--- config.mk ---
export PLATFORM = sky130hd
export DESIGN_NAME = db9_pad_scanner
export DESIGN_NICKNAME = d
export VERILOG_FILES = /design/src/rtl/db9_pad_scanner.sv
export SDC_FILE = /design/constraint.sdc
export NUM_CORES = 1
export LEC_CHECK = 0
export CORE_MARGIN = 5
export CORE_UTILIZATION = 53
export CTS_CLUSTER_SIZE = 24
export DETAILED_ROUTE_END_ITERATION = 12
export PLACE_DENSITY = 0.86
export SLEW_MARGIN = 20
export SYNTH_ARGS = -nofsm -noshare
export SYNTH_HDL_FRONTEND = slang
export SYNTH_SLANG_ARGS = --single-unit
export TNS_END_PERCENT = 50
--- constraint.sdc ---
create_clock -name I_CLK -period 2.3 [get_ports I_CLK]
set_input_delay 0.46 -clock I_CLK [delete_from_list [all_inputs] [get_ports I_CLK]]
set_output_delay 0.46 -clock I_CLK [all_outputs]
set_load 0.02 [all_outputs]
--- src/rtl/db9_pad_scanner.sv ---
// DB9 pad scanner for the SNAC user port: drives MDSEL/SPLIT, samples the
// shared pins, auto-detects Atari / MD 3-button / MD 6-button pads and debounces.
`timescale 1ns/1ps
module db9_pad_scanner #(
    parameter int PLAYERS    = 2,
    parameter int TICK_DIV   = 256,
    parameter int IDLE_STEPS = 160,
    parameter int DEBOUNCE   = 2
) (
    input  logic        I_CLK,
    input  logic        I_RESETn,
    input  logic        I_EN,
    input  logic [5:0]  I_JOY_IN,
    output logic        O_JOY_MDSEL,
    output logic        O_JOY_SPLIT,
    output logic [11:0] O_JOY1,
    output logic [11:0] O_JOY2,
    output logic [1:0]  O_TYPE1,
    output logic [1:0]  O_TYPE2,
    output logic        O_FRAME
);

    localparam int SW = (TICK_DIV > 1) ? $clog2(TICK_DIV) : 1;
    localparam int IW = (IDLE_STEPS > 1) ? $clog2(IDLE_STEPS) : 1;
    localparam int DW = $clog2(DEBOUNCE + 1);

    localparam logic [SW-1:0] STEP_LAST = SW'(TICK_DIV - 1);
    localparam logic [IW-1:0] IDLE_LAST = IW'(IDLE_STEPS - 1);
    localparam logic [DW-1:0] DB_MAX    = DW'(DEBOUNCE);
    localparam logic          P_LAST    = 1'(PLAYERS - 1);

    typedef enum logic [1:0] {
        IDLE,
        SETTLE,
        PHASE,
        DECODE
    } state_t;

    state_t         state;
    logic [SW-1:0]  step;
    logic [IW-1:0]  idle_cnt;
    logic [2:0]     phase;
    logic           player;
    logic           mdsel;
    logic           split;
    logic           frame;

    logic [5:0]     sync1;
    logic [5:0]     sync2;
    logic [5:0]     pin;
    logic           step_last;

    logic [11:0]    raw   [2];
    logic           md    [2];
    logic           six   [2];
    logic [11:0]    prev  [2];
    logic [DW-1:0]  cnt   [2];
    logic [11:0]    word  [2];
    logic [1:0]     kind  [2];

    logic [11:0]    dec      [2];
    logic [1:0]     dtype    [2];
    logic [DW-1:0]  cnt_next [2];

    assign pin       = ~sync2;
    assign step_last = (step == STEP_LAST);

    always_ff @(posedge I_CLK or negedge I_RESETn) begin
        if (!I_RESETn) begin
            sync1 <= 6'h3F;
            sync2 <= 6'h3F;
        end else begin
            sync1 <= I_JOY_IN;
            sync2 <= sync1;
        end
    end

    // Decoded word depends on which identification phases answered.
    always_comb begin
        for (int i = 0; i < 2; i++) begin
            dec[i]      = {6'b0, raw[i][5:0]};
            dtype[i]    = 2'd0;
            cnt_next[i] = DW'(1);
            if (six[i]) begin
                dec[i]   = raw[i];
                dtype[i] = 2'd2;
            end else if (md[i]) begin
                dec[i]   = {4'b0, raw[i][7:0]};
                dtype[i] = 2'd1;
            end
            if (dec[i] == prev[i]) begin
                cnt_next[i] = (cnt[i] == DB_MAX) ? cnt[i] : cnt[i] + DW'(1);
            end
        end
    end

    always_ff @(posedge I_CLK or negedge I_RESETn) begin
        if (!I_RESETn) begin
            state    <= IDLE;
            step     <= '0;
            idle_cnt <= '0;
            phase    <= '0;
            player   <= 1'b0;
            mdsel    <= 1'b1;
            split    <= 1'b0;
            frame    <= 1'b0;
            for (int i = 0; i < 2; i++) begin
                raw[i]  <= '0;
                md[i]   <= 1'b0;
                six[i]  <= 1'b0;
                prev[i] <= '0;
                cnt[i]  <= '0;
                word[i] <= '0;
                kind[i] <= '0;
            end
        end else if (!I_EN) begin
            state    <= IDLE;
            step     <= '0;
            idle_cnt <= '0;
            phase    <= '0;
            player   <= 1'b0;
            mdsel    <= 1'b1;
            split    <= 1'b0;
            frame    <= 1'b0;
            for (int i = 0; i < 2; i++) begin
                prev[i] <= '0;
                cnt[i]  <= '0;
                word[i] <= '0;
                kind[i] <= '0;
            end
        end else begin
            frame <= 1'b0;
            step  <= step_last ? '0 : step + SW'(1);
            unique case (state)
                IDLE: begin
                    if (step_last) begin
                        if (idle_cnt == IDLE_LAST) begin
                            idle_cnt <= '0;
                            player   <= 1'b0;
                            split    <= 1'b0;
                            mdsel    <= 1'b1;
                            state    <= SETTLE;
                        end else begin
                            idle_cnt <= idle_cnt + IW'(1);
                        end
                    end
                end
                SETTLE: begin
                    if (step_last) begin
                        phase <= '0;
                        mdsel <= 1'b1;
                        state <= PHASE;
                    end
                end
                PHASE: begin
                    if (step_last) begin
                        case (phase)
                            3'd0: begin
                                raw[player][3] <= pin[0];
                                raw[player][2] <= pin[1];
                                raw[player][1] <= pin[2];
                                raw[player][0] <= pin[3];
                                raw[player][4] <= pin[4];
                                raw[player][5] <= pin[5];
                            end
                            3'd1: begin
                                raw[player][6] <= pin[4];
                                raw[player][7] <= pin[5];
                                md[player]     <= pin[2] & pin[3];
                            end
                            3'd5: begin
                                six[player] <= md[player] & (&pin[3:0]);
                            end
                            3'd6: begin
                                raw[player][11] <= pin[0];
                                raw[player][10] <= pin[1];
                                raw[player][9]  <= pin[2];
                                raw[player][8]  <= pin[3];
                            end
                            default: ;
                        endcase
                        if (phase == 3'd7) begin
                            mdsel <= 1'b1;
                            if (player == P_LAST) begin
                                split <= 1'b0;
                                state <= DECODE;
                            end else begin
                                player <= 1'b1;
                                split  <= 1'b1;
                                state  <= SETTLE;
                            end
                        end else begin
                            phase <= phase + 3'd1;
                            mdsel <= phase[0];
                        end
                    end
                end
                DECODE: begin
                    step <= '0;
                    for (int i = 0; i < 2; i++) begin
                        if (i < PLAYERS) begin
                            prev[i] <= dec[i];
                            cnt[i]  <= cnt_next[i];
                            if (cnt_next[i] == DB_MAX) begin
                                word[i] <= dec[i];
                                kind[i] <= dtype[i];
                            end
                        end
                    end
                    frame <= 1'b1;
                    state <= IDLE;
                end
                default: state <= IDLE;
            endcase
        end
    end

    assign O_JOY_MDSEL = mdsel;
    assign O_JOY_SPLIT = (PLAYERS > 1) ? split : 1'b0;
    assign O_JOY1      = word[0];
    assign O_JOY2      = (PLAYERS > 1) ? word[1] : 12'h000;
    assign O_TYPE1     = kind[0];
    assign O_TYPE2     = (PLAYERS > 1) ? kind[1] : 2'd0;
    assign O_FRAME     = frame;

endmodule

==> flow_summary.ini, run 1 <==
[run_status]
status = completed

[routing]
drtIter0Drc = 216
route.met3.wl_um = 651
ant_nets = 0
vias = 4154
drt-pass1-iter-count = 4
dr.max_layer_used = met4
met2WireLength_um = 6200
wl_per_cell_um = 16.8
routed_wl_um = 12200
via_per_inst = 5.75
m1WireLength_um = 5070
drc = 0

[synthesis]
synth.distinct_cells = 51
synthFlopType = dfrtp_1
ys_seq_elements = 121
ys_seq_area_share_pct = 55.7
synth_fp_nets = 538
async_flop_share_pct = 100
synthesis.instances = 517
synth_enable_flop_cells = 0
yosys_warnings = 0
yosysMostFrequentCell = dfrtp_1
synth_top_cells_by_area = dfrtp_1 (49%), dfstp_2 (6.3%), mux2i_1 (5.5%)
synth_top_area_share_pct = 49.5
syn_area_um2 = 5460
avgSynthCellArea_um2 = 10.6
synth_top_area_cell = dfrtp_1
synth_commonest_cells = dfrtp_1 (108), nor2_1 (52), nand2_1 (49)

[min_path]
hold_class = in2async

[placed_design]
dp_hpwl_um = 7710
port_buffers = 39
placed_area_um2 = 6080
place_congestion = 0.892

[critical_path]
cp_data_required_time_ns = 2.69
startpoint = six[1]
r2r_slack_ns = 0.09
r2r_start = six[1]
critPathLaunchType = register
crit_chain = o21a_4 -> xor2_1 -> or4_4 -> nor4_4 -> buf_6 -> mux2i_1 -> nor2_1
r2r-end = O_JOY1[0]
critPathKind = reg2reg
path_max_fanout = 7
setup.worst_path.end_class = register
endpoint = O_JOY1[0]
slowest_stage = or4_4
critPathMaxStageDelay_ns = 0.51
worst-r2r-cell-count = 7
arrival_ns = 2.60

[grt]
antenna_found_initial = 0
grt_max_degree = 83
overflow = 0
grt_pass1_vias = 4144
track_usage_pct = 19.5
grt_pass1_wl_um = 19800

[power]
p_sw_share_pct = 25.6
p_leak_uw = 0.00291
seqPwrFrac_pct = 42.4
cellPowerDensity_nw_per_um2 = 794
pwr-share-clk_pct = 47.7
switchingPower_uw = 1370
p_int_uw = 3980
combPwrFrac_pct = 9.9
ir_drop_mv = 0.631

[clock_tree]
numClockSinks = 121
cts.clk_slew.worst_paths_ns = 0.06
cts_max_level = 4
cts_buffers = 17
root_buffer = clkbuf_8
worst_skew_pair.late_latency_ns = 0.51
clockBufferDepth = 2
cts_tree = built

[floorplanning]
dieArea_um2 = 12400
core.rowCount = 37
die_x_um = 112
die_h_um = 112
io_pins = 40
initial_core_util_pct = 53.6
core-area_um2 = 10200

[final_layout]
final_util_pct = 66.2
finalNetCount = 595
antennaDiodeCount = 0
drive_gt1_share_pct = 14.8
seq_area_um2 = 3050
multiInputGateArea_um2 = 2300
finalInstanceArea_um2 = 6740
syn2layout_area_growth_pct = 23.4
fill_cells = 731

[sta]
setup_tns_ns = 0
min_period_ns = 2.21
slew_headroom_pct = 70.2
max_freq_mhz = 452
rsz0062_at_grt = yes
fin_crit_sh_pct = 96.2
setup_viol = 0
hold_violations = 0
skew_ns = 0.00536
final-max-slew-violation-count = 0
worstMarginPinSlew_ns = 0.441

[job]
cap_violations = 0
-- cell usage in the layout, fill, tap and decap left out, types with 15 or more instances in the layout --
cell / count
dfrtp_1: 106
nand2b_1: 15
clkdlybuf4s50_1: 38
inv_1: 16
nand3_1: 24
mux2i_1: 30
clkbuf_16: 16
o21ai_0: 38
buf_4: 17
a21oi_1: 19
nand2_1: 49
nor2_1: 52
-- flip-flops by register name (all words and copies together), names as in the netlist, 3 cells and up --
name	count
O_JOY2	12
sync1	6
sync2	6
phase	3
cnt	4
prev	24
idle_cnt	8
O_JOY1	12
step	8
raw	24
-- what timing repair did --
| action | CTS | global route |
|---|---|---|
| pin swaps | 0 | 4 |
| buffers inserted | 0 | 2 |
| endpoints found under the setup margin | 14 | 25 |
| gates resized for setup | 2 | 9 |
| gates cloned | 0 | 1 |
| endpoints found under the hold margin | 3 | 0 |
| hold buffers | 1 | 0 |
-- worst max-delay path, delay by kind of cell, from the launching register on --
family                 cells  cell delay (ns)
buffers and inverters      1             0.19
XOR/XNOR                   1             0.15
flip-flops                 1             0.47
multiplexers               1             0.20
AND/OR/NAND/NOR            3             0.85
AO/OA/AOI/OAI              1             0.23
-- routing by layer --
layer / track usage [%] / vias up
met5: 0 / -
met4: 7.46 / 0
met3: 5.38 / 29
met2: 33.7 / 131
met1: 23.3 / 2077
li1: - / 1917
-- power by group through the flow --
stage          Clock, uW  Sequential, uW  Combinational [uW]
4_1_cts             2570            2270                 527
5_1_grt             2690            2280                 579
3_5_place_dp           0            2310                 519
6_report            2550            2270                 529
2_1_floorplan          0            2300                 332
3_3_place_gp           0            2300                 497
-- kinds of logic after synthesis --
logic type	Yosys count	share of synthesized area [%]
simple gates	184	16.5
xor+xnor	21	3.37
compound gates	103	11.9
buf+inv	40	3.07
fa+ha+maj	12	2.75
mux	36	6.73
flops	121	55.7
-- worst min-delay path by stage --
stage / slack (ns) / cells after the start / end
6_report: 0.31 / 2 / idle_cnt[7]
5_1_grt: 0.33 / 2 / idle_cnt[7]
4_1_cts: 0.31 / 2 / idle_cnt[6]
3_5_place_dp: 0.28 / 1 / idle_cnt[7]
3_3_place_gp: 0.27 / 1 / idle_cnt[7]
2_1_floorplan: 0.16 / 0 / O_FRAME
-- metrics by stage --
step | setup slack (ns) | power, uW | hold WS (ns) | instances
2_1_floorplan | 0.00727 | 2630 | 0.164 | 517
3_3_place_gp | 0.0667 | 2800 | 0.274 | 687
3_5_place_dp | 0.00676 | 2830 | 0.277 | 687
4_1_cts | 0.00153 | 5370 | 0.310 | 720
5_1_grt | -0.0493 | 5550 | 0.331 | 723
6_report | 0.0865 | 5350 | 0.312 | 723
-- area by class of cell --
cell class              count  area share (%)
clock inverters            13            2.17
multi-input cells         356            34.1
clock buffers              19            6.40
repair buffers             61            8.69
inverters                  17           0.947
well taps                 136            2.52
flip-flops and latches    121            45.2
Note: power is estimated with default switching activity, not from simulation.
==> run 2: changes to the inputs <==
CORE_UTILIZATION = 55   (was 53)
CTS_BUF_LIST = sky130_fd_sc_hd__clkbuf_4   (was not set)
HOLD_SLACK_MARGIN = 0.05   (was not set)
clock period = 2.2 ns   (was 2.3 ns; I/O delays follow)
==> run 2 against run 1 <==
Compared with the run above:
- utilization grew 0.77 points
- sequential power grew 4%
- fmax grew 0.60%
- the run now ends with negative setup slack left
- global-route usage grew 1.0 points
- largest power group is now sequential cells
- critical endpoint is now O_TYPE1[0]
==> flow_summary.ini, run 2 (same netlist as run 1, synthesis figures left out) <==
[run_status]
status = complete, but fails checks
violations = negative setup slack

[sta]
holdWs_ns = 0.290
hold_violations = 0
max_freq_mhz = 454
worstMarginPinSlew_ns = 0.472
skew_ns = 0.0196
setup_viol = 1
fin_ws_ns = -0.000312
fin_crit_sh_pct = 100
min_period_ns = 2.20
slew_headroom_pct = 68.5
rsz0062_at_grt = yes
setup_tns_ns = -0.000312
final-max-slew-violation-count = 0

[power]
ir_drop_mv = 0.410
cellPowerDensity_nw_per_um2 = 689
combPwrFrac_pct = 12.0
pwr-share-clk_pct = 35.1
p_sw_share_pct = 27.0
p_int_uw = 3280
switchingPower_uw = 1210
p_leak_uw = 0.00283
seqPwrFrac_pct = 52.8

[final_layout]
layout_commonest_cell = dfrtp_1
final_cell_mix = dfrtp_1 (105), nor2_1 (52), nand2_1 (48), o21ai_0 (38), clkdlybuf4s50_1 (38)
finalNetCount = 603
fill_cells = 719
syn2layout_area_growth_pct = 19.2
reg_top3 = prev: 24 flops, raw: 24 flops
drive_gt1_share_pct = 16.5
antennaDiodeCount = 0
finalInstanceArea_um2 = 6520

[routing]
drc = 0
vias = 4171
ant_nets = 0
drt-pass1-iter-count = 5
via_per_inst = 5.73
wl_per_cell_um = 16.2
routed_wl_um = 11800
drtIter0Drc = 284

[placed_design]
place_congestion = 0.855
dp_hpwl_um = 7730
port_buffers = 39
placed_area_um2 = 6070

[floorplanning]
initial_core_util_pct = 56.2
core.rowCount = 36
core-area_um2 = 9730
die_h_um = 110
die_x_um = 110
dieArea_um2 = 12000
io_pins = 40

[clock_tree]
worst_skew_pair.late_latency_ns = 0.51
numClockSinks = 121
cts.clk_slew.worst_paths_ns = 0.11
cts_max_level = 4
root_buffer = clkbuf_4
clockBufferDepth = 2
cts_buffers = 17
cts_tree = built

[critical_path]
setup.worst_path.end_class = register
path_max_fanout = 6
worst-r2r-cell-count = 8
critPathLaunchType = register
critPathKind = reg2reg
arrival_ns = 2.63
cp_data_required_time_ns = 2.63

[grt]
antenna_found_initial = 0
grt_max_degree = 77
grt_pass1_wl_um = 19100
overflow = 0
track_usage_pct = 20.5
grt_pass1_vias = 4042

[job]
cap_violations = 0

[min_path]
hold_class = in2async
run 2: cell count changes in the layout (fill, tap and decap cells not counted), sizes merged:
cell	previous run	this run
clkinv	6	8
clkbuf	19	17
clkinvlp	5	4
buf	22	30
bufinv	2	3
run 2: timing repair:
item,4_1_cts,5_1_grt
pin swaps,0,3
hold buffers,1,0
gates cloned,0,1
buffers inserted,0,10
hold endpoints to repair,80,0
setup endpoints to repair,7,31
gates resized for setup,1,17
run 2: worst paths after layout:
path	to	slack [ns]	from
max	O_TYPE1[0]	-0.0003	six[1]
min reg2reg	sync2[3]	0.35	sync1[3]
min in group I_CLK	sync1[4]	0.32	I_JOY_IN[4]
max reg2reg	O_TYPE1[0]	-0.0003	six[1]
max in group asynchronous	sync1[2]	1.19	I_RESETn
min	idle_cnt[6]	0.29	I_RESETn
run 2: through the flow:
| step | utilization (%) | total power [uW] | std cells | setup slack [ns] |
|---|---|---|---|---|
| finish | 67.0 | 4490 | 728 | -0.000312 |
| global route | 67.0 | 4720 | 728 | -0.0876 |
| CTS | 65.5 | 4520 | 717 | 0.0194 |
| detailed placement | 62.4 | 2950 | 684 | 0.00961 |
| global placement | 62.4 | 2920 | 684 | 0.0758 |
| floorplan | - | 2750 | 517 | 0.0308 |
run 2: critical path: stages, from the launching register on:
cell	delay, ns
dfrtp_2	0.47
buf_4	0.17
nand2_1	0.09
xor2_1	0.27
o2111ai_2	0.20
nor4_4	0.39
buf_2	0.22
nand3b_1	0.10
a21oi_1	0.21
run 2: layout make-up:
class                      count  area (um2)  share of cell area [%]
clock buffer                  17         128                    1.96
clock inverter                15         158                    2.42
inverter                      17        63.8                   0.979
multi-input combinational    356        2300                    35.4
sequential                   121        3050                    46.8
tap                          133         166                    2.55
timing repair buffer          69         647                    9.93
run 2: power groups by stage:
| stage | sequential, uW | combinational (uW) | clock (uW) |
|---|---|---|---|
| finish | 2370 | 541 | 1580 |
| global route | 2380 | 605 | 1730 |
| CTS | 2370 | 542 | 1610 |
| detailed placement | 2410 | 539 | 0 |
| global placement | 2410 | 515 | 0 |
| floorplan | 2400 | 347 | 0 |
run 2: routing by layer:
metal,GRT usage [%],up-vias,part of all wire [%]
met5,0,-,0
met4,7.93,0,2.2
met3,6.11,26,6.0
met2,33.3,147,50
met1,26.0,2064,42
li1,-,1934,-
